$ cat config.mk
export PLATFORM = sky130hd
export DESIGN_NAME = uart_char_tx
export DESIGN_NICKNAME = d
export VERILOG_FILES = /design/src/rtl/uart_pkg.sv /design/src/rtl/char_fifo.sv /design/src/rtl/uart_char_tx.sv
export SDC_FILE = /design/constraint.sdc
export NUM_CORES = 1
export LEC_CHECK = 0
export ABC_AREA = 0
export CELL_PAD_IN_SITES_DETAIL_PLACEMENT = 0
export CELL_PAD_IN_SITES_GLOBAL_PLACEMENT = 2
export CORE_ASPECT_RATIO = 1.4
export CORE_UTILIZATION = 40
export DETAILED_ROUTE_END_ITERATION = 6
export PLACE_DENSITY_LB_ADDON = 0.1
export SETUP_SLACK_MARGIN = 0.02
export SYNTH_ARGS = -nofsm -noshare
export SYNTH_HDL_FRONTEND = slang
export SYNTH_SLANG_ARGS = --single-unit
export TNS_END_PERCENT = 5
$ cat constraint.sdc
create_clock -name clk -period 3.36 [get_ports clk]
set_clock_uncertainty 0.2 [all_clocks]
set_input_delay 0.672 -clock clk [delete_from_list [all_inputs] [get_ports clk]]
set_output_delay 0.672 -clock clk [all_outputs]
set_load 0.01 [all_outputs]
$ cat src/rtl/uart_pkg.sv
// Shared types and defaults for the UART character transmitter.
package uart_pkg;

  typedef enum logic [2:0] {
    StIdle,
    StStart,
    StData,
    StParity,
    StStop
  } tx_state_t;

  localparam int unsigned UART_DEFAULT_CLKS_PER_BIT = 868;
  localparam int unsigned UART_DEFAULT_FIFO_DEPTH   = 16;

endpackage

$ cat src/rtl/char_fifo.sv
// Single-clock character FIFO. Occupancy counter drives full/empty; pointers
// wrap modulo Depth (power of two). A push while full is taken only together
// with a pop in the same cycle.
module char_fifo #(
  parameter int unsigned Width = 8,
  parameter int unsigned Depth = 16
) (
  input  logic                   clk_i,
  input  logic                   rst_i,
  input  logic                   push_i,
  input  logic [Width-1:0]       wdata_i,
  input  logic                   pop_i,
  output logic [Width-1:0]       rdata_o,
  output logic                   full_o,
  output logic                   empty_o,
  output logic [$clog2(Depth):0] count_o
);

  localparam int unsigned PtrW = $clog2(Depth);

  logic [Width-1:0] mem_q [Depth];
  logic [PtrW-1:0]  wptr_q, rptr_q;
  logic [PtrW:0]    count_q;
  logic             do_push, do_pop;

  // Qualify requests against current occupancy.
  always_comb begin
    empty_o = (count_q == '0);
    full_o  = (count_q == (PtrW + 1)'(Depth));
    do_pop  = pop_i && !empty_o;
    do_push = push_i && (!full_o || do_pop);
    rdata_o = mem_q[rptr_q];
    count_o = count_q;
  end

  // Pointer and occupancy bookkeeping.
  always_ff @(posedge clk_i) begin
    if (rst_i) begin
      wptr_q  <= '0;
      rptr_q  <= '0;
      count_q <= '0;
    end else begin
      if (do_push) wptr_q <= wptr_q + 1'b1;
      if (do_pop)  rptr_q <= rptr_q + 1'b1;
      if (do_push && !do_pop)      count_q <= count_q + 1'b1;
      else if (do_pop && !do_push) count_q <= count_q - 1'b1;
    end
  end

  // Storage needs no reset; contents are only visible through valid pointers.
  always_ff @(posedge clk_i) begin
    if (do_push) mem_q[wptr_q] <= wdata_i;
  end

endmodule

$ cat src/rtl/uart_char_tx.sv
// Buffered 8N1 serial transmitter for the simulated-UART character stream.
// Optional feature macro: UART_TX_PARITY_EN inserts an even-parity bit (8E1).
// tx and busy are registered from the current FSM state, so the line lags the
// FSM by one cycle: a byte written at edge E is popped at E+1 and tx drops
// after E+2.
module uart_char_tx
  import uart_pkg::*;
#(
  parameter int unsigned CLKS_PER_BIT = UART_DEFAULT_CLKS_PER_BIT,
  parameter int unsigned FIFO_DEPTH   = UART_DEFAULT_FIFO_DEPTH
) (
  input  logic                        clk,
  input  logic                        rst,
  input  logic [7:0]                  char_in,
  input  logic                        char_valid,
  input  logic                        ovf_clr,
  output logic                        tx,
  output logic                        busy,
  output logic                        fifo_full,
  output logic [$clog2(FIFO_DEPTH):0] fifo_count,
  output logic                        overflow,
  output logic [7:0]                  drop_cnt
);

  localparam int unsigned          BaudW    = $clog2(CLKS_PER_BIT);
  localparam logic [BaudW-1:0]     BaudLast = BaudW'(CLKS_PER_BIT - 1);

  tx_state_t        state_q;
  logic [BaudW-1:0] baud_q;
  logic [2:0]       bit_idx_q;
  logic [7:0]       shreg_q;
  logic             tx_q, busy_q;
  logic             overflow_q;
  logic [7:0]       drop_cnt_q;
`ifdef UART_TX_PARITY_EN
  logic             par_q;
`endif

  logic       fifo_empty;
  logic [7:0] fifo_rdata;
  logic       baud_last, pop, push_ok, drop;

  // Pop only when idle or on the final stop-bit cycle; a full FIFO still
  // accepts a push when a pop happens alongside it.
  always_comb begin
    baud_last = (baud_q == BaudLast);
    pop       = !fifo_empty && ((state_q == StIdle) || ((state_q == StStop) && baud_last));
    push_ok   = char_valid && (!fifo_full || pop);
    drop      = char_valid && !push_ok;
  end

  char_fifo #(
    .Width (8),
    .Depth (FIFO_DEPTH)
  ) u_fifo (
    .clk_i   (clk),
    .rst_i   (rst),
    .push_i  (push_ok),
    .wdata_i (char_in),
    .pop_i   (pop),
    .rdata_o (fifo_rdata),
    .full_o  (fifo_full),
    .empty_o (fifo_empty),
    .count_o (fifo_count)
  );

  // Frame sequencer with baud counter; tx/busy registered from current state.
  always_ff @(posedge clk) begin
    if (rst) begin
      state_q   <= StIdle;
      baud_q    <= '0;
      bit_idx_q <= '0;
      shreg_q   <= '0;
      tx_q      <= 1'b1;
      busy_q    <= 1'b0;
`ifdef UART_TX_PARITY_EN
      par_q     <= 1'b0;
`endif
    end else begin
      busy_q <= push_ok || !fifo_empty || (state_q != StIdle);
      unique case (state_q)
        StIdle: begin
          tx_q   <= 1'b1;
          baud_q <= '0;
          if (pop) begin
            shreg_q <= fifo_rdata;
`ifdef UART_TX_PARITY_EN
            par_q   <= ^fifo_rdata;
`endif
            state_q <= StStart;
          end
        end
        StStart: begin
          tx_q <= 1'b0;
          if (baud_last) begin
            baud_q    <= '0;
            bit_idx_q <= '0;
            state_q   <= StData;
          end else begin
            baud_q <= baud_q + 1'b1;
          end
        end
        StData: begin
          tx_q <= shreg_q[0];
          if (baud_last) begin
            baud_q  <= '0;
            shreg_q <= {1'b0, shreg_q[7:1]};
            if (bit_idx_q == 3'd7) begin
`ifdef UART_TX_PARITY_EN
              state_q <= StParity;
`else
              state_q <= StStop;
`endif
            end else begin
              bit_idx_q <= bit_idx_q + 1'b1;
            end
          end else begin
            baud_q <= baud_q + 1'b1;
          end
        end
`ifdef UART_TX_PARITY_EN
        StParity: begin
          tx_q <= par_q;
          if (baud_last) begin
            baud_q  <= '0;
            state_q <= StStop;
          end else begin
            baud_q <= baud_q + 1'b1;
          end
        end
`endif
        StStop: begin
          tx_q <= 1'b1;
          if (baud_last) begin
            baud_q <= '0;
            if (pop) begin
              // Back-to-back frame: no idle gap.
              shreg_q <= fifo_rdata;
`ifdef UART_TX_PARITY_EN
              par_q   <= ^fifo_rdata;
`endif
              state_q <= StStart;
            end else begin
              state_q <= StIdle;
            end
          end else begin
            baud_q <= baud_q + 1'b1;
          end
        end
        default: begin
          tx_q    <= 1'b1;
          baud_q  <= '0;
          state_q <= StIdle;
        end
      endcase
    end
  end

  // Sticky overflow and saturating drop counter; a drop beats a clear.
  always_ff @(posedge clk) begin
    if (rst) begin
      overflow_q <= 1'b0;
      drop_cnt_q <= '0;
    end else if (drop) begin
      overflow_q <= 1'b1;
      if (ovf_clr)                  drop_cnt_q <= 8'd1;
      else if (drop_cnt_q != 8'hFF) drop_cnt_q <= drop_cnt_q + 1'b1;
    end else if (ovf_clr) begin
      overflow_q <= 1'b0;
      drop_cnt_q <= '0;
    end
  end

  assign tx       = tx_q;
  assign busy     = busy_q;
  assign overflow = overflow_q;
  assign drop_cnt = drop_cnt_q;

endmodule

==> Flow_metrics.wiki, run 1 <==
{| class="wikitable"
! Metric !! Value
|-
| Part of the total power dissipated in sequential elements || 46.1%
|-
| Leading post-synthesis cells by cell area || edfxtp_1 51%, dfxtp_1 14%, mux4_2 6.3%
|-
| Worst path bufs/invs || 2
|-
| Synth unique cells || 55
|-
| Achievable Freq || approximately 0.31 GHz
|-
| Final weighted congestion in routability-driven placement || about 0.75
|-
| Path depth of the worst reg2reg path || 13
|-
| # clock sinks || 180
|-
| Largest area contributor in the synthesized netlist || edfxtp_1
|-
| Total nets after synthesis || 560
|-
| Clock group share of total power || 32.2%
|-
| Total number of yosys warnings || 0
|-
| Transition time of the tightest slew-check pin || 0.831 ns
|-
| Die span in y || about 160 um
|-
| DRC violation total after the first TritonRoute iteration || about 290
|-
| Hold Path Depth || 1
|-
| Global-route usage over all layers || 17.5%
|-
| Largest delay share family, worst path || simple AND/OR/NAND/NOR gates
|-
| Crit-path slowest cell || or3b_4
|-
| Via count of the first global-routing pass || 4488
|-
| Number of nets in the final layout || 603
|-
| Netlist area before placement || 0.00756 sq mm
|-
| Total Wirelength || 15.9 mm
|-
| CP cell instances || ha_4 > or3b_4 > o31ai_4 > and3_4 > inv_1 > ha_4 > inv_4 > ha_4 > nor2b_1 > o21a_1 > or3_1 > a21oi_2 > mux2_2
|-
| Hold path endpoint || baud_q[0]
|-
| Number of buffer cells added on primary ports || 28
|-
| Critical Path AT || 3.33 ns
|-
| Antenna violations before repair || 0
|-
| Estimated wirelength of the detail-placed design || 11.1 mm
|-
| Area enclosed by the die boundary || between 0.015 and 0.02 sq mm
|-
| Peak ir drop on the vdd network || around 0.37 mV
|-
| Worst stage delay on the critical path || 0.41 ns
|-
| Share of synthesized registers carrying an async set or reset || 0%
|-
| # diodes || 0
|-
| Cell repeated most along the worst path || ha_4
|-
| Horizontal die dimension || 118 um
|-
| Placement Rows || 59
|-
| Leakage dissipation || 2.89 nW
|-
| Starting Density || 40.8%
|-
| Worst-case clock buffer depth || 2
|-
| Hold WC Path Type || reg -> reg
|-
| Post-route DRC || 0
|-
| Floorplan Core Area || between 0.015 and 0.02 sq mm
|-
| Clock buffers created by TritonCTS || 17
|-
| Number of endpoints failing setup at the final stage || 0
|-
| Antenna Nets Post-Route || 0
|-
| Crit path max fanout || 4
|-
| Pin count of the biggest net entering global routing || 35
|-
| Data required time of the critical path || approximately 3.5 ns
|-
| Post-Synthesis Mean Instance Area || 14.2 sq um
|-
| Total grt overflow || 0
|-
| Worst reg-to-reg setup slack || 0.15 ns
|-
| Via count normalized by instance count || 5.23
|-
| Kind of start point of the critical path || register
|-
| Clock transition at the registers of the reported paths || ~0.070 ns
|-
| Drt pass-1 iters || 4
|-
| Overall via count from detail_route || about 4300
|-
| Hold path startpoint || baud_q[0]
|-
| Number of synthesized flops with an enable pin || 128
|-
| Instance count after placement with tap cells included || 798
|-
| I/O pin total || 29
|-
| Start-to-end type of the worst setup path || reg -> reg
|-
| Register area || 0.00489 sq mm
|-
| Fin util || between 40% and 50%
|-
| Total stage count of the critical path || 13
|-
| Status || finished, final reports clean
|-
| Worst r2r dst || u_fifo.count_o[4]
|-
| Startpoint of the worst-slack reg-to-reg timing path || baud_q[1]
|-
| Combinational cell fraction of total power || 21.7%
|-
| Filler instances || 1600
|-
| Average detailed-routed wire length per instance || 19.1 um
|-
| Share of Yosys cell area claimed by the top area cell type || 50.8%
|-
| Wire length of the first global-routing pass || 24.8 mm
|-
| Library cell used as clock root buffer || clkbuf_16
|-
| Post-Layout Cell Count || between 800 and 900
|-
| FF+latch count, synth || 180
|-
| Worst hold margin || approximately 0.25 ns
|-
| Kind of end point of the critical path || register
|-
| Share of post-route cells with drive strength above 1 || 17.2%
|-
| Worst-case headroom to the max-slew limit || roughly 45%
|-
| Gate count after technology mapping || 533
|-
| Signed area change from the synthesized netlist to the final layout || 16.9%
|-
| Tcrit/Tclk final || 95.6%
|-
| Dominant register cell in the synthesized netlist || edfxtp_1
|-
| Power per cell area || 655 mW/mm^2
|-
| Final number of hold-violating endpoints || 0
|-
| H-tree depth || 4
|-
| Internal Dissipation || 0.00417 W
|-
| Setup repair after global routing missed its margin || no
|-
| Number of maximum-capacitance constraint violations || 0
|-
| Clock latency on the worst-skew pair || 0.42 ns
|-
| Pins over their slew limit || 0
|-
| Time the final worst path needs with I/O delays and setup || 3.21 ns
|-
| CTS hold repair buffers || 0
|-
| Crit. Startpoint || baud_q[1]
|-
| P_sw || ~0.0016 W
|-
| Portion of the post-synthesis area used by sequential elements || 64.6%
|-
| Area of the multi-input gates || 0.00256 sq mm
|-
| CTS tree || done
|-
| Sw Ratio || between 20% and 30%
|}
==> per-stage QoR <==
stage	total power, W	TNS, ns	area (sq um)	worst slack [ns]
global placement	0.00394	0	8240	0.0590
global route	0.00607	0	8840	0.0360
CTS	0.00582	0	8790	0.0222
floorplan	0.00357	-0.0964	7600	-0.0964
detailed placement	0.00396	0	8240	0.0369
finish	0.00579	0	8840	0.148
==> worst reg2reg max path, delay by kind of cell (launching register included) <==
family | cells | cell delay [ns]
AO/OA/AOI/OAI | 3 | 0.52
multiplexers | 1 | 0.33
adder cells (fa/ha/maj) | 3 | 0.49
AND/OR/NAND/NOR | 4 | 1.08
buffers and inverters | 2 | 0.13
flip-flops | 1 | 0.37
==> synthesized netlist by cell type, types with 2 or more instances <==
master	count
o21ai_0	4
or2_2	2
nor4_1	2
mux2i_1	32
and2_1	10
dfxtp_1	52
and3_1	8
nand2_1	21
nor3b_1	3
edfxtp_1	128
a22oi_1	14
a31o_2	3
or3_1	4
o211ai_1	4
nand4_1	5
a221oi_1	6
xnor2_1	8
or3b_1	2
and4_1	4
nor3_1	18
clkbuf_1	15
nor2b_1	16
nand2b_1	5
inv_1	15
nand3_1	6
buf_2	9
ha_1	14
mux4_2	21
nor2_1	46
a21oi_1	18
a31oi_1	7
xor2_1	8
==> power groups by stage <==
stage                     clock network (W)  registers, W  logic (W)
final                               0.00186       0.00267    0.00126
after global routing                0.00198       0.00269    0.00140
after CTS                           0.00190       0.00267    0.00125
after detailed placement                  0       0.00272    0.00124
after global placement                    0       0.00272    0.00123
after floorplan                           0       0.00264   0.000926
==> how the worst max path moves through the flow <==
stage,slack [ns],end
3_3_place_gp,0.06,u_fifo.count_o[4]
2_1_floorplan,-0.1,u_fifo.count_o[4]
4_1_cts,0.02,u_fifo.count_o[4]
5_1_grt,0.04,u_fifo.count_o[4]
3_5_place_dp,0.04,u_fifo.count_o[4]
6_report,0.15,u_fifo.count_o[4]
==> what timing repair did <==
| item | 4_1_cts | 5_1_grt |
|---|---|---|
| resized for setup | 0 | 7 |
| setup endpoints to repair | 0 | 1 |
| setup buffers | 0 | 3 |
==> logic make-up (layout without fill, tap and decap cells) <==
group	count (synthesis)	count (layout)	share of synthesized area [%]
xor gates and xnor gates	16	16	1.85
AOI/OAI and AO/OA	68	68	6.70
adders and majority gates	15	15	2.58
and+or+nand+nor	159	159	11.4
DFF	180	180	64.6
muxes	54	54	10.6
buffers and inverters	41	96	2.23
==> flip-flops by register name (all words and copies together) (netlist names), named ones only <==
signal / count
state_q: 3
u_fifo.mem_q: 128
bit_idx_q: 3
busy: 1
drop_cnt: 8
overflow: 1
u_fifo.wptr_q: 4
baud_q: 10
shreg_q: 8
u_fifo.rptr_q: 4
tx: 1
u_fifo.count_o: 5
==> per-layer routing <==
layer  GRT usage, %  vias up  part of all wire, %
li1               -     2101                    -
met1           19.0     2174                   40
met2           32.3       56                   55
met3           3.56       18                  2.5
met4           8.68        0                  2.6
met5              0        -                    0
==> cell type report <==
cell class / count / area share, %
sequential: 180 / 55.3
multi-input combinational: 312 / 28.9
timing repair buffer: 50 / 5.32
clock buffer: 17 / 4.81
tap: 244 / 3.45
clock inverter: 14 / 1.47
inverter: 15 / 0.665
==> layout by cell type (no fill, tap or decap), drive strengths merged, types with 5 or more instances in the layout <==
cell type,n
a22oi,14
mux2i,32
xor2,8
and2,10
nand2,21
clkinv,6
buf,22
mux4,21
dfxtp,52
clkdlybuf4s50,28
a221oi,6
nor2,46
clkbuf,17
edfxtp,128
a21oi,19
a31oi,7
o21ai,5
nand3,6
and3,9
ha,14
nand2b,5
xnor2,8
nor3,19
inv,18
nor2b,16
nand4,5
Power figures use the tool's default switching activity.
==> run 2: changes to the inputs <==
Settings changed: PLACE_DENSITY set to 0.84, PLACE_DENSITY_LB_ADDON 0.1 to not set.
==> Flow_metrics.wiki, run 2 (synthesis results as in run 1) <==
{| class="wikitable"
! Metric !! Value
|-
| Status || finished, final reports clean
|-
| H-tree depth || 4
|-
| CP cell instances || ha_4 > or3b_4 > nor4_4 > o21ai_2 > inv_2 > ha_4 > inv_4 > ha_4 > nor2b_1 > o21a_1 > or3_4 > a21oi_2 > mux2_2
|-
| Instance count after placement with tap cells included || about 800
|-
| Antenna violations before repair || 0
|-
| Worst stage delay on the critical path || between 0.4 and 0.5 ns
|-
| Floorplan Core Area || 0.0185 sq mm
|-
| Estimated wirelength of the detail-placed design || about 11 mm
|-
| Critical Path AT || between 3 and 4 ns
|-
| # clock sinks || 180
|-
| Data required time of the critical path || around 3.5 ns
|-
| Hold path endpoint || baud_q[0]
|-
| I/O pin total || 29
|-
| Setup repair after global routing missed its margin || yes
|-
| Worst path bufs/invs || 2
|-
| Number of endpoints failing setup at the final stage || 0
|-
| Post-Layout Cell Count || around 830
|-
| Worst reg-to-reg setup slack || 0.11 ns
|-
| Die span in y || 165 um
|-
| Achievable Freq || 0.308 GHz
|-
| Largest registers || u_fifo.mem_q: 128 flops, baud_q: 10 flops
|-
| Library cell used as clock root buffer || clkbuf_16
|-
| Clock transition at the registers of the reported paths || approximately 0.070 ns
|-
| Aggregate negative setup slack || 0 ns
|-
| Hold WC Path Type || reg -> reg
|-
| Clock latency on the worst-skew pair || 0.42 ns
|-
| Antenna Nets Post-Route || 0
|-
| Crit path max fanout || 4
|-
| Drt pass-1 iters || 4
|-
| Hold Path Depth || 1
|-
| Path depth of the worst reg2reg path || 13
|-
| Worst hold margin || roughly 0.25 ns
|-
| Hold path startpoint || baud_q[0]
|-
| Pins over their slew limit || 0
|-
| Tcrit/Tclk final || 96.7%
|-
| Via count of the first global-routing pass || around 4700
|-
| Final number of hold-violating endpoints || 0
|-
| Signed area change from the synthesized netlist to the final layout || 16.8%
|-
| Transition time of the tightest slew-check pin || just over 0.8 ns
|-
| CTS tree || done
|-
| Worst r2r dst || u_fifo.count_o[4]
|-
| Starting Density || 40.8%
|-
| Placement Rows || 59
|-
| Global-route usage over all layers || between 10% and 20%
|-
| Top register by number of flip-flops || u_fifo.mem_q
|-
| Post-route DRC || 0
|-
| Start-to-end type of the worst setup path || reg -> reg
|-
| Max FFs per register || ~130
|-
| Number of buffer cells added on primary ports || 28
|-
| Number of maximum-capacitance constraint violations || 0
|-
| Power per cell area || 660 mW/mm^2
|-
| Filler instances || 1588
|-
| Cell repeated most along the worst path || ha_4
|-
| Kind of end point of the critical path || register
|-
| Clock buffers created by TritonCTS || 17
|-
| Total Wirelength || 15.4 mm
|-
| Kind of start point of the critical path || register
|-
| Number of nets in the final layout || 604
|-
| Startpoint of the worst-slack reg-to-reg timing path || baud_q[1]
|-
| Worst-case headroom to the max-slew limit || 45.4%
|-
| DRC violation total after the first TritonRoute iteration || 207
|-
| # diodes || 0
|-
| CTS hold repair buffers || 0
|-
| Average detailed-routed wire length per instance || 18.5 um
|-
| Pin count of the biggest net entering global routing || 23
|-
| Leading cell type in the layout, fill and taps excluded || edfxtp_1
|-
| Post-route cell area || ~0.009 sq mm
|-
| Final weighted congestion in routability-driven placement || just over 0.8
|-
| Area enclosed by the die boundary || 0.0195 sq mm
|-
| Final setup slack of the worst path || 0.112 ns
|-
| Worst-case clock buffer depth || 2
|-
| Most frequent cells in the layout || 128 x edfxtp_1, 49 x dfxtp_1, 46 x nor2_1, 32 x mux2i_1, 28 x clkdlybuf4s50_1
|-
| Peak ir drop on the vdd network || 0.380 mV
|-
| Horizontal die dimension || 118 um
|-
| Time the final worst path needs with I/O delays and setup || 3.25 ns
|-
| Share of post-route cells with drive strength above 1 || about 17%
|-
| Via count normalized by instance count || about 5.3
|-
| Total grt overflow || 0
|-
| Post-place instance area || 0.00821 sq mm
|-
| Crit-path slowest cell || or3b_4
|-
| Leakage dissipation || 2.91 nW
|-
| Worst slack, placed || between 0.004 and 0.005 ns
|-
| Overall via count from detail_route || 4403
|-
| Largest delay share family, worst path || simple AND/OR/NAND/NOR gates
|-
| Wire length of the first global-routing pass || 24.9 mm
|}
-- run 2: changes by cell type in the layout (fill, tap and decap cells not counted), sizes merged --
cell	before	now
clkinv	6	4
inv	18	22
clkinvlp	4	2
buf	22	23
clkbuf	17	18
-- run 2: metal layers --
layer	vias up	global-route usage, %	share of wire, %
li1	2108	-	-
met1	2207	19.9	42
met2	68	30.4	53
met3	20	2.90	2.6
met4	0	8.45	2.6
met5	-	0	0
-- run 2: how the worst max path moves through the flow --
stage	cells after the start	slack [ns]	end	from
floorplan	14	-0.1	u_fifo.count_o[4]	baud_q[1]
global placement	13	0.06	u_fifo.count_o[4]	baud_q[0]
detailed placement	13	0.005	u_fifo.count_o[4]	baud_q[0]
CTS	13	0.03	u_fifo.count_o[4]	baud_q[0]
global route	13	-0.003	u_fifo.count_o[4]	baud_q[1]
finish	13	0.11	u_fifo.count_o[4]	baud_q[1]
-- run 2: metrics by stage --
| stage | util [%] | power [W] |
|---|---|---|
| global route | 47.7 | 0.00611 |
| floorplan | - | 0.00357 |
| CTS | 47.5 | 0.00586 |
| finish | 47.7 | 0.00583 |
| global placement | 44.3 | 0.00391 |
| detailed placement | 44.3 | 0.00394 |
-- run 2: power by group --
group / internal, W / switching (W)
clock network: 0.00104 / 0.000868
registers: 0.00251 / 0.000132
logic: 0.000632 / 0.000646
-- run 2: cell type report --
| cell class | instances | area, sq um | share of cell area, % |
|---|---|---|---|
| repair buffers | 51 | 453 | 5.13 |
| inverters | 15 | 58.8 | 0.665 |
| well taps | 244 | 305 | 3.45 |
| clock buffers | 18 | 429 | 4.86 |
| multi-input cells | 312 | 2560 | 29.0 |
| flip-flops and latches | 180 | 4890 | 55.3 |
| clock inverters | 14 | 140 | 1.59 |
-- run 2: what timing repair did --
action,in CTS,in global routing
gates resized for setup,1,5
setup buffers,1,3
setup endpoints to repair,1,1
pin swaps,0,6
==> variant 1, RTL diff (config.mk and constraints of run 2) <==
Re-encode `tx_state_t` (5 states) as one-hot, 5 bits wide.
--- a/src/rtl/uart_pkg.sv
+++ b/src/rtl/uart_pkg.sv
@@ -2,10 +2,10 @@
 package uart_pkg;
 
-  typedef enum logic [2:0] {
-    StIdle,
-    StStart,
-    StData,
-    StParity,
-    StStop
+  typedef enum logic [4:0] {
+    StIdle   = 5'b00001,
+    StStart  = 5'b00010,
+    StData   = 5'b00100,
+    StParity = 5'b01000,
+    StStop   = 5'b10000
   } tx_state_t;
 
Check against the original RTL: same outputs for any inputs over 10 cycles, from zero or initial values and one cycle with rst high; not proved beyond that.
==> variant 1 against run 2 <==
- combinational power grew 15%
- routed wire length increased by 4.5%
- power rose by 3.3%
- setup slack better by 84 ps
- design area rose by 0.61%
- largest power group unchanged
- synthesized area grew 0.96%
- sequential cell count up 1
- final cell count down 0.12%
- critical path type unchanged
==> variant 1: results (changes against run 2) <==
status = completed
Worst Setup SP = baud_q[0]
Post-Synth XOR/XNOR Area = 0.0206 (+0.00212)
GPL Wtd Cong = 0.816 (+1.2%)
Arr. time, crit path = 3320 ps (-40 ps)
nets@finish = 602 (-0.33%)
fin cells = 833 (-0.12%)
Cells after DPL = 801 (+0.38%)
DR iter-0 viols = 300 (+45%)
cts repair resizes = 0 (-1)
layout cells sized above 1 = 0.195 (+0.0224)
Post-Synth Adder-Cell Area = 0.0239 (-0.00188)
syn_nets = 551 (-1.6%)
R2R setup slack = 200 ps (+80 ps)
Comb pwr share = 0.245 (+0.026)
global-route wire length before repair = 25.3 mm (+1.4%)
Final HPWL DP = 10.9 mm (+1.9%)
GRT Total Usage = 0.174 (+0.00365)
largest net degree at the start of global routing = 30 (+30%)
Max Fclk = 316 MHz (+2.7%)
Psw = 0.00180 W (+9.6%)
drt total wl = 16.1 mm (+4.5%)
setup bufs post-CTS = 0 (-1)
Netlist cell types = 65 (+18%)
VDD IR-drop max = 0.311 mV (-18%)
CP max stage cell = fa_1
DP Area = 8310 sq um (+1.2%)
vias in the first global route = 4637 (-0.66%)
worst hold slack = 257 ps (+10.8 ps)
Mapped Avg Cell Area = 14.5 sq um (+2.5%)
Hold Crit Depth = 2 (+1)
sequential share of the synthesized area = 0.642 (-0.00352)
Setup WS pre-CTS = 79.6 ps (+74.8 ps)
combinational cell power = 0.00147 W (+15%)
==> variant 1: changes by cell type in the layout (fill, tap and decap cells not counted), moves of 7 or more <==
cell / before / now
nand2_1: 21 / 13
mux2i_1: 32 / 12
nor2b_1: 16 / 3
nor3_1: 18 / 8
nand3_1: 6 / 21
a21oi_1: 17 / 24
a22oi_1: 14 / 1
o22ai_1: 1 / 8
o221ai_1: 0 / 14
mux2_2: 1 / 15
o21ai_0: 4 / 15
==> variant 1: layout make-up <==
type / count / area, sq um
tap: 244 / 305
sequential: 181 / 4910
clock inverter: 15 / 139
timing repair buffer: 57 / 510
inverter: 13 / 48.8
clock buffer: 17 / 425
multi-input combinational: 306 / 2560
fill: 1604 / 9790
==> variant 1: per-layer routing <==
layer | vias to the layer above | track usage | wire length, microns
met5 | - | 0 | 0
met4 | 0 | 0.0817 | 378
met3 | 26 | 0.0367 | 623
met2 | 96 | 0.311 | 8430
met1 | 2244 | 0.200 | 6680
li1 | 2152 | - | -
==> variant 2, RTL diff (config.mk and constraints of run 2) <==
Without the edit above. Set the package constant `UART_DEFAULT_CLKS_PER_BIT` to 217 (it was 868).
--- a/src/rtl/uart_pkg.sv
+++ b/src/rtl/uart_pkg.sv
@@ -10,5 +10,5 @@
   } tx_state_t;
 
-  localparam int unsigned UART_DEFAULT_CLKS_PER_BIT = 868;
+  localparam int unsigned UART_DEFAULT_CLKS_PER_BIT = 217;
   localparam int unsigned UART_DEFAULT_FIFO_DEPTH   = 16;
 
Formal check against the unedited RTL: same outputs for any inputs over 10 cycles, from zero or initial values and one cycle with rst high; that may be too few to reach the edited logic, so the function may still have changed.
==> variant 2 against run 2 <==
- design area decreased by 0.48%
- setup slack improved by 200 ps
- synthesized area decreased by 0.15%
- highest routed layer unchanged
- sequential cell count decreased by 2
- non-clock buffer count decreased by 1
- largest power group unchanged
- power increased by 1.1%
- routed wire length decreased by 3.8%
- hold slack improved by 12 ps
- largest cell class unchanged
- via count decreased by 1.6%
- synthesized cell count decreased by 2.1%
- maximum frequency increased by 6.7%
==> variant 2: results (changes against run 2) <==
status = completed
sequential share of the synthesized area = 0.641 (-0.00434)
global-route wire length before repair = 23.8 mm (-4.5%)
r2r worst-path depth = 11 (-2)
layout cells sized above 1 = 0.178 (+0.00470)
Hold Crit Depth = 2 (+1)
Relative slew margins = 0.493 (+0.0390)
vias = 4334 (-1.6%)
cts repair resizes = 0 (-1)
GPL Wtd Cong = 0.802 (-0.57%)
Hold Path End = overflow
r2r startpoint = u_fifo.count_o[0]
VDD IR-drop max = 0.372 mV (-2.2%)
P_leak = 3.01 nW (+3.4%)
CP max stage cell = nor4_4
DR iter-0 viols = 241 (+16%)
Commonest cells post-synth = edfxtp_1 (128), nor2_1 (52), dfxtp_1 (50), and3_1 (20), mux4_2 (18)
setup bufs post-CTS = 0 (-1)
DR WL/cell = 18.0 microns (-2.8%)
Max FO, Critical Path = 5 (+1)
Internal = 0.00413 W (-1.5%)
worst hold slack = 258 ps (+12.0 ps)
nets@finish = 594 (-1.7%)
largest net degree at the start of global routing = 43 (+87%)
R2R setup slack = 320 ps (+200 ps)
Final HPWL DP = 10.5 mm (-2.1%)
Min-Delay Startpoint = overflow
Netlist cell types = 60 (+9.1%)
Fillers = 1614 (+1.6%)
variant 2: cell types whose count changed in the layout (fill, tap and decap cells not counted), sizes merged, moves of 4 or more:
cell     delta
a211oi      +4
mux2       +20
a221oi      -5
o22ai      +10
nand2       -8
a21oi       -8
and3       +11
nor2        +7
and2        -5
a31oi       -5
mux2i      -18
a2111oi    +14
a22oi      -13
variant 2: kinds of logic (layout without fill, tap and decap cells):
logic type               count (synthesis)  count (layout)  synth area share
multiplexers                            53              53             0.104
adder cells (fa/ha/maj)                 15              15            0.0258
AND/OR/NAND/NOR                        159             159             0.113
other                                    0               1                 0
buffers and inverters                   34              92            0.0232
AO/OA/AOI/OAI                           64              64            0.0707
XOR/XNOR                                19              19            0.0220
flip-flops                             178             178             0.641
variant 2: worst max-delay path by stage:
stage,from,endpoint
finish,u_fifo.count_o[0],u_fifo.count_o[4]
global route,u_fifo.count_o[0],u_fifo.count_o[4]
CTS,u_fifo.count_o[0],u_fifo.count_o[4]
detailed placement,char_valid,u_fifo.count_o[4]
global placement,char_valid,u_fifo.count_o[4]
floorplan,baud_q[0],u_fifo.count_o[4]
variant 2: area by class of cell:
| type | instances | area (sq um) | area share |
|---|---|---|---|
| multi-input combinational | 310 | 2530 | 0.288 |
| inverter | 10 | 37.5 | 0.00427 |
| timing repair buffer | 50 | 458 | 0.0521 |
| clock buffer | 17 | 425 | 0.0484 |
| tap | 244 | 305 | 0.0347 |
| antenna | 1 | 2.50 | 0.000285 |
| clock inverter | 15 | 189 | 0.0215 |
| sequential | 178 | 4840 | 0.551 |
variant 2: critical path, delay by kind of cell, from the launching register on:
kind                       cells  cell delay (ps)
buffers and inverters          1              130
AOI/OAI and AO/OA              4              730
xor gates and xnor gates       1               90
and+or+nand+nor                3              980
DFF                            1              390
adders and majority gates      2              460
variant 2: routing by layer:
metal  wire (microns)  GRT usage  up-vias
li1                 -          -     2093
met5                0          0        -
met4              243     0.0810        0
met1             5790      0.170     2153
met3              373     0.0262       17
met2             8420      0.318       71
variant 2: stage by stage:
| step | setup slack (ps) | util | std cells | TNS (ps) |
|---|---|---|---|---|
| floorplan | 217 | - | 522 | 0 |
| global placement | 10.5 | 0.441 | 792 | 0 |
| detailed placement | -0.0897 | 0.441 | 792 | -0.0897 |
| CTS | 270 | 0.475 | 824 | 0 |
| global route | 130 | 0.475 | 824 | 0 |
| finish | 316 | 0.475 | 825 | 0 |
variant 2: power groups by stage:
stage	sequential, W	combinational (W)	clock [W]
floorplan	0.00262	0.000973	0
global placement	0.00263	0.00129	0
detailed placement	0.00264	0.00131	0
CTS	0.00259	0.00132	0.00203
global route	0.00261	0.00145	0.00211
finish	0.00259	0.00131	0.00200
